--- src/rtl/elm_output_scheduler_if.sv ---
// Handshake/bus bundle between the ELM output scheduler and its environment
// (start control, shared accumulator, memory addresses, result reporting).
interface elm_output_scheduler_if #(
    parameter int HA_W  = 6,
    parameter int CA_W  = 4,
    parameter int WA_W  = 10,
    parameter int ACC_W = 32
);
    logic             start;
    logic [ACC_W-1:0] acc_val;
    logic [HA_W-1:0]  h_addr;
    logic [WA_W-1:0]  w_addr;
    logic             acc_rst;
    logic             acc_load;
    logic             busy;
    logic             done;
    logic [CA_W-1:0]  class_id;
    logic [ACC_W-1:0] max_val;

    modport master (
        input  start, acc_val,
        output h_addr, w_addr, acc_rst, acc_load, busy, done, class_id, max_val
    );

    modport slave (
        output start, acc_val,
        input  h_addr, w_addr, acc_rst, acc_load, busy, done, class_id, max_val
    );
endinterface

--- src/rtl/elm_output_scheduler.sv ---
// ELM output-layer sequencer: per class, streams hidden/beta addresses into the
// shared accumulator, then folds the class score into a running signed argmax.
module elm_output_scheduler #(
    parameter int N_HIDDEN = 64,
    parameter int N_CLASS  = 10,
    parameter int HA_W     = 6,
    parameter int CA_W     = 4,
    parameter int WA_W     = 10,
    parameter int ACC_W    = 32
) (
    input  logic                    clk,
    input  logic                    rst,
    elm_output_scheduler_if.master  bus
);

    typedef enum logic [2:0] {
        S_IDLE,
        S_CLEAR,
        S_MAC,
        S_DRAIN,
        S_WAIT,
        S_COMPARE,
        S_FINISH
    } state_e;

    localparam logic [HA_W-1:0] H_LAST  = HA_W'(N_HIDDEN - 1);
    localparam logic [CA_W-1:0] C_LAST  = CA_W'(N_CLASS - 1);
    localparam logic [WA_W-1:0] W_ROW   = WA_W'(N_HIDDEN);

    state_e            state_q, state_d;
    logic [HA_W-1:0]   h_q, h_d;
    logic [CA_W-1:0]   c_q, c_d;
    logic [WA_W-1:0]   base_q, base_d;
    logic [HA_W-1:0]   h_addr_q, h_addr_d;
    logic [WA_W-1:0]   w_addr_q, w_addr_d;
    logic              load_q, load_d;
    logic [CA_W-1:0]   cls_q, cls_d;
    logic [ACC_W-1:0]  max_q, max_d;

    logic              addr_vld;
    logic              acc_rst_c;
    logic              done_c;
    logic [HA_W-1:0]   h_addr_c;
    logic [WA_W-1:0]   w_addr_c;

    always_ff @(posedge clk) begin
        if (rst) begin
            state_q  <= S_IDLE;
            h_q      <= '0;
            c_q      <= '0;
            base_q   <= '0;
            h_addr_q <= '0;
            w_addr_q <= '0;
            load_q   <= 1'b0;
            cls_q    <= '0;
            max_q    <= '0;
        end else begin
            state_q  <= state_d;
            h_q      <= h_d;
            c_q      <= c_d;
            base_q   <= base_d;
            h_addr_q <= h_addr_d;
            w_addr_q <= w_addr_d;
            load_q   <= load_d;
            cls_q    <= cls_d;
            max_q    <= max_d;
        end
    end

    always_comb begin
        state_d   = state_q;
        h_d       = h_q;
        c_d       = c_q;
        base_d    = base_q;
        cls_d     = cls_q;
        max_d     = max_q;
        h_addr_c  = h_addr_q;
        w_addr_c  = w_addr_q;
        addr_vld  = 1'b0;
        acc_rst_c = 1'b1;
        done_c    = 1'b0;

        unique case (state_q)
            S_IDLE: begin
                if (bus.start) state_d = S_CLEAR;
            end
            S_CLEAR: begin
                h_d     = '0;
                c_d     = '0;
                base_d  = '0;
                state_d = S_MAC;
            end
            S_MAC: begin
                // Row base tracks c*N_HIDDEN incrementally, so no multiplier
                // and no intermediate wider than WA_W is needed.
                acc_rst_c = 1'b0;
                addr_vld  = 1'b1;
                h_addr_c  = h_q;
                w_addr_c  = base_q + WA_W'(h_q);
                if (h_q == H_LAST) begin
                    h_d     = '0;
                    state_d = S_DRAIN;
                end else begin
                    h_d = h_q + 1'b1;
                end
            end
            S_DRAIN: begin
                acc_rst_c = 1'b0;
                state_d   = S_WAIT;
            end
            S_WAIT: begin
                acc_rst_c = 1'b0;
                state_d   = S_COMPARE;
            end
            S_COMPARE: begin
                // Strict compare: an equal later score never displaces the
                // earlier class.
                if (c_q == '0 || $signed(bus.acc_val) > $signed(max_q)) begin
                    max_d = bus.acc_val;
                    cls_d = c_q;
                end
                if (c_q == C_LAST) begin
                    state_d = S_FINISH;
                end else begin
                    c_d     = c_q + 1'b1;
                    base_d  = base_q + W_ROW;
                    state_d = S_MAC;
                end
            end
            S_FINISH: begin
                done_c  = 1'b1;
                state_d = S_IDLE;
            end
            default: state_d = S_IDLE;
        endcase

        h_addr_d = h_addr_c;
        w_addr_d = w_addr_c;
        // Memory data arrives one cycle after its address.
        load_d   = addr_vld;
    end

    assign bus.h_addr   = h_addr_c;
    assign bus.w_addr   = w_addr_c;
    assign bus.acc_rst  = acc_rst_c;
    assign bus.acc_load = load_q;
    assign bus.busy     = (state_q != S_IDLE);
    assign bus.done     = done_c;
    assign bus.class_id = cls_q;
    assign bus.max_val  = max_q;

endmodule
--- src/flat_wrapper.sv ---
// flat-port wrapper written by rule: the top's interface ports become plain ports
module elm_output_scheduler_flat 
#(
    parameter int N_HIDDEN = 64,
    parameter int N_CLASS  = 10,
    parameter int HA_W     = 6,
    parameter int CA_W     = 4,
    parameter int WA_W     = 10,
    parameter int ACC_W    = 32
)
  (clk, rst, bus_start, bus_acc_val, bus_h_addr, bus_w_addr, bus_acc_rst, bus_acc_load, bus_busy, bus_done, bus_class_id, bus_max_val);
  elm_output_scheduler_if #(.HA_W(HA_W), .CA_W(CA_W), .WA_W(WA_W), .ACC_W(ACC_W)) bus_i ();
  input  logic clk;
  input  logic rst;
  input wire logic [$bits(bus_i.start)-1:0] bus_start;
  input wire logic [$bits(bus_i.acc_val)-1:0] bus_acc_val;
  output wire logic [$bits(bus_i.h_addr)-1:0] bus_h_addr;
  output wire logic [$bits(bus_i.w_addr)-1:0] bus_w_addr;
  output wire logic [$bits(bus_i.acc_rst)-1:0] bus_acc_rst;
  output wire logic [$bits(bus_i.acc_load)-1:0] bus_acc_load;
  output wire logic [$bits(bus_i.busy)-1:0] bus_busy;
  output wire logic [$bits(bus_i.done)-1:0] bus_done;
  output wire logic [$bits(bus_i.class_id)-1:0] bus_class_id;
  output wire logic [$bits(bus_i.max_val)-1:0] bus_max_val;
  assign bus_i.start = bus_start;
  assign bus_i.acc_val = bus_acc_val;
  assign bus_h_addr = bus_i.h_addr;
  assign bus_w_addr = bus_i.w_addr;
  assign bus_acc_rst = bus_i.acc_rst;
  assign bus_acc_load = bus_i.acc_load;
  assign bus_busy = bus_i.busy;
  assign bus_done = bus_i.done;
  assign bus_class_id = bus_i.class_id;
  assign bus_max_val = bus_i.max_val;
  elm_output_scheduler #(.N_HIDDEN(N_HIDDEN), .N_CLASS(N_CLASS), .HA_W(HA_W), .CA_W(CA_W), .WA_W(WA_W), .ACC_W(ACC_W)) u_core (.clk(clk), .rst(rst), .bus(bus_i));
endmodule
--- config.mk ---
export PLATFORM = sky130hd
export DESIGN_NAME = elm_output_scheduler_flat
export DESIGN_NICKNAME = d
export VERILOG_FILES = /design/src/rtl/elm_output_scheduler_if.sv /design/src/rtl/elm_output_scheduler.sv /design/src/flat_wrapper.sv
export SDC_FILE = /design/constraint.sdc
export NUM_CORES = 1
export LEC_CHECK = 0
export BUFFER_PORTS_ARGS = -buffer_cell sky130_fd_sc_hd__buf_2
export CAP_MARGIN = 20
export CELL_PAD_IN_SITES_DETAIL_PLACEMENT = 0
export CELL_PAD_IN_SITES_GLOBAL_PLACEMENT = 1
export CORE_MARGIN = 3
export CORE_UTILIZATION = 39
export CTS_CLUSTER_SIZE = 20
export DETAILED_ROUTE_END_ITERATION = 8
export HOLD_SLACK_MARGIN = 0.03
export PLACE_DENSITY = 0.83
export RECOVER_POWER = 50
export SYNTH_ARGS = -nofsm -noshare
export SYNTH_HDL_FRONTEND = slang
export SYNTH_SLANG_ARGS = --single-unit
--- constraint.sdc ---
create_clock -name clk -period 3.8 [get_ports clk]
set_clock_uncertainty 0.1 [all_clocks]
set_input_delay 0.76 -clock clk [delete_from_list [all_inputs] [get_ports clk]]
set_output_delay 0.76 -clock clk [all_outputs]
set_load 0.02 [all_outputs]
# Yosys cells after proc, flatten, opt, wreduce, memory -nomap -nowiden
# Index checks and enable logic that the tools add are counted.
[word_totals] input_bits=35 reg_bits=76 output_inout_bits=56 elab_cells=50
[classes] eq_ne=11 add_sub_neg=4 muxes=15 magnitude_cmp=1 n_reduce_logical=10
[ops] cell="$gt 32x32->1" count=1
[ops] cell="$mux 10" count=2
[ops] cell="$pmux 10 s2" count=1
[ops] cell="$pmux 3 s6" count=1
[ops] cell="$mux 6" count=2
[ops] cell="$pmux 6 s2" count=1
[ops] cell="$add 10x6->10" count=1
[ops] cell="$add 10x7->10 const B" count=1
[ops] cell="$eq 3x3->1 const B" count=3
[ops] cell="$mux 3" count=3
[ops] cell="$pmux 4 s2" count=1
[ops] cell="$add 6x1->6 const B" count=1
[ops] cell="$eq 3x2->1 const B" count=2
[ops] cell="$eq 6x6->1 const B" count=1
[ops] cell="$reduce_and 2->1" count=3
[ops] cell="$add 4x1->4 const B" count=1
[ops] cell="$eq 4x4->1 const B" count=1
[ops] cell="$logic_not 4->1" count=1
[ops] cell="$mux 4" count=1
[ops] cell="$ne 2x2->1 const B" count=2
[ops] cell="$reduce_bool 2->1" count=2
[ops] cell="$eq 3x1->1 const B" count=1
[ops] cell="$logic_not 3->1" count=1
[ops] cell="$mux 1" count=3
[ops] cell="other kinds (4)" count=4

# Logic depth before layout (Yosys ltp)
[depth] depth_word=3 mapped_depth=12 depth_no_buf=10

# Least setup slack after synthesis
# Ideal clock, no wire load.
[synth_timing] path_kind="in2reg" start="input bus_acc_val[31]" end="register u_core.max_q[10], in the netlist u_core.bus.max_val[10]" arrival_time_ns=2.962 stages=11 path_slack_ns=0.667 required_time_ns=3.628 setup_ns=0.072 cell_sequence="ha_1 and4_1 nand4_1 or4_4 a211oi_2 nor3_1 xor2_1 a21oi_2 buf_6 buf_12 mux2i_1"
[synth_between] elab_chain_cells=3
[synth_lines] item="from (decl)" line="flat_wrapper.sv:16" rtl="input wire logic [$bits(bus_i.acc_val)-1:0] bus_acc_val;"
[synth_lines] item="$gt 32x32->1" line="elm_output_scheduler.sv:118" rtl="if (c_q == '0 || $signed(bus.acc_val) > $signed(max_q)) begin"
[synth_lines] item="$logic_or 1x1->1" line="elm_output_scheduler.sv:118"
[synth_lines] item="$reduce_and 2->1 (no source line)"
[synth_lines] item="to (signal assigned)" line="elm_output_scheduler.sv:66" rtl="max_q <= max_d;"
[synth_lines] item="to (decl)" line="elm_output_scheduler.sv:38" rtl="logic [ACC_W-1:0] max_q, max_d;"
# Every way passes these cells.
# A chain may end at the register's enable or synchronous reset.

# Worst setup path after layout
[layout_timing] start="input bus_acc_val[31]" end="register u_core.max_q[1], in the netlist u_core.bus.max_val[1]"
# Same word-level chain as after synthesis.

==> qor.csv <==
stage;metric;value;unit
critical_path;Crit Path Max Fanout;14;
finish;Core Util, Final;0.479;
finish;fill cell count;951;
drt;1st-pass router iterations;5;
clocking;worst-skew pair later-pin latency;0.35;ns
synth;synthesized cell area;0.00374;sq mm
drt;vias per cell;4.84;
placement;Worst Setup Slack post-DPL;0.225;ns
clocking;Clock Sinks;70;
drt;First DRT Iteration DRCs;102;
synth;Mapped Cells;458;
floorplan;DIE WIDTH;104;microns
drt;remaining antenna violation count after routing;0;
global_routing;first-pass GRT wire length;14300;microns
timing;minimum clock period;3.23;ns
clocking;clock buffer depth;2;
clocking;H-tree Lvls;3;
status;status;complete, no violations;
job;Max Cap Violations;0;
placement;detailed placement HPWL;6190;microns
floorplan;Die Y;104;microns
synth;Synth area leaders;dfxtp_1 37%, nand2_1 12%, ha_1 12%;
clocking;CTS root buf;clkbuf_8;
timing;setup ws final;0.570;ns
synth;fraction of registers with async set/reset;0;
clocking;cts bufs inserted;9;
synth;Synth warnings;0;
clocking;CTS tree;built;
critical_path;Worst setup EP type;flip-flop;
critical_path;CP Data Required Time;3.98;ns
critical_path;CP Class;in -> reg;
timing;Max Clk Rate;0.310;GHz
timing;fin. max-slew vios;0;
finish;fin nets;613;
critical_path;R2R Setup Slk;0.68;ns
synth;most frequent cell after synthesis;nand2_1;
placement;Buffers on Ports;90;
synth;Avg Inst Size Synth;8.17;sq um
synth;Main synth FF type;dfxtp_1;
synth;#FFs+latches synth;70;
power;Leak;2.09;nW
floorplan;die area;0.0108;sq mm
clocking;Setup Buffers After CTS;0;
drt;DRC;0;
global_routing;GRT Total Usage;0.159;
synth;top post-synthesis cells by count;124 x nand2_1, 70 x dfxtp_1, 40 x a21oi_1;
finish;ratio of cells with drive above 1 in the final layout;0.143;
drt;Avg WL per Cell;12.3;microns
global_routing;largest net degree at the start of global routing;45;
timing;Final TNS setup;0;ns
critical_path;CP Launch Type;input pin;
clocking;post_cts resized;0;
finish;Synth-to-Final Area Change;18.8;%
synth;Unique masters post-synth;41;
synth;top cell type's share of synthesized area;0.374;
timing;Tightest Pin Transition;0.766;ns
synth;sequential share of the synthesized area;0.374;
power;pwr/cell area;362;mW/mm^2
synth;Syn Nets;530;
finish;# diodes;0;
drt;Via Count;3265;
drt;routed wire length;8320;microns
floorplan;starting density of the core;0.403;
critical_path;crit path DAT;3.41;ns
floorplan;I/O pin count;91;
worst_hold_path;Hold Crit Class;reg -> reg;
global_routing;total gr overflow;0;
power;worst vdd ir;0.187;mV
global_routing;antenna violations before repair;0;
timing;Final setup viols;0;
placement;GPL Wtd Cong;0.780;
timing;Fin. Hold Viols;0;
clocking;Post-CTS Hold Fix Bufs;0;
clocking;Clock Pin Slew Worst Setup and Hold Paths;0.08;ns
timing;final worst-path cycle share;0.850;
global_routing;number of global-route vias before repair;3076;
synth;EDFF count, synth;0;
timing;RSZ-0062 raised after global routing;no;
floorplan;core area;0.00928;sq mm
floorplan;Std-Cell Rows;35;
timing;slew margin rel.;0.490;
synth;post-synth top area cell;dfxtp_1;
registers in the layout, indices dropped and copies added, names as in the netlist:
| signal | cells |
|---|---|
| u_core.h_q | 6 |
| u_core.c_q | 4 |
| u_core.bus.max_val | 32 |
| u_core.bus.class_id | 4 |
| u_core.w_addr_q | 10 |
| u_core.h_addr_q | 6 |
| u_core.bus.acc_load | 1 |
| u_core.base_q | 4 |
| u_core.state_q | 3 |
per-layer routing:
layer,up-vias,track usage,wire length [microns]
met5,-,0,0
met1,1488,0.204,3980
met2,58,0.259,3810
met4,0,0.0513,104
li1,1709,-,-
met3,10,0.0447,416
area by class of cell:
type,count,area (sq um),area share
inverters,36,135,0.0304
multi-input cells,329,2070,0.466
flip-flops and latches,70,1400,0.315
clock inverters,7,103,0.0231
well taps,129,161,0.0363
clock buffers,9,124,0.0279
repair buffers,95,450,0.101
where the power goes:
group,leakage (nW),internal (mW),switching [mW]
Combinational,1.41,0.0641,0.102
Clock,0.111,0.378,0.315
Sequential,0.564,0.741,0.0107
worst paths after layout:
kind,startpoint,end,depth (start not counted)
worst max-delay path,bus_acc_val[31],u_core.bus.max_val[1],11
worst min-delay path,u_core.w_addr_q[6],u_core.w_addr_q[6],2
worst max register to register,u_core.bus.max_val[31],u_core.bus.max_val[1],11
worst min register to register,u_core.w_addr_q[6],u_core.w_addr_q[6],2
kinds of logic (layout without fill, tap and decap cells):
| logic type | count (synthesis) | count (layout) | synth area share |
|---|---|---|---|
| DFF | 70 | 70 | 0.374 |
| AOI/OAI and AO/OA | 64 | 64 | 0.102 |
| muxes | 36 | 36 | 0.0963 |
| buffers and inverters | 59 | 147 | 0.0742 |
| adders and majority gates | 37 | 37 | 0.124 |
| and+or+nand+nor | 189 | 189 | 0.223 |
| xor gates and xnor gates | 3 | 3 | 0.00702 |
critical path, stage by stage:
cell	delay, ns
buf_2	0.11
ha_1	0.31
and4_1	0.22
nand4_1	0.14
or4_4	0.58
a211oi_2	0.25
nor3_1	0.09
xor2_1	0.18
a21oi_4	0.25
buf_4	0.30
mux2i_1	0.21
cell usage in the layout (no fill, tap or decap), types with 2 or more instances in the layout:
cell and count:
or3_1 3, nand2_1 124, o211ai_1 2, clkbuf_8 9, inv_6 3, bufinv_16 2, nor2_1 19, nand4_1 6
a21oi_1 40, o21ai_0 5, a221oi_1 2, dfxtp_1 70, and4_1 3, inv_1 35, nand2b_1 2, nor4b_1 2
clkbuf_1 38, nand3b_1 3, buf_2 53, a221o_1 2, mux2i_1 36, nor2b_1 4, ha_1 37, a21o_1 5
nand3_1 9, nor3_1 6, buf_4 3, a22oi_1 2, xor2_1 3
per-stage QoR:
step,hold WS [ns],cells,cell area [sq um],power [mW]
after floorplan,0.344,458,3740,0.882
after global placement,0.342,659,4270,0.936
after detailed placement,0.356,659,4270,0.938
after CTS,0.367,675,4500,1.64
after global routing,0.392,675,4450,1.69
final,0.364,675,4450,1.61
Note: power is estimated with default switching activity, not from simulation.
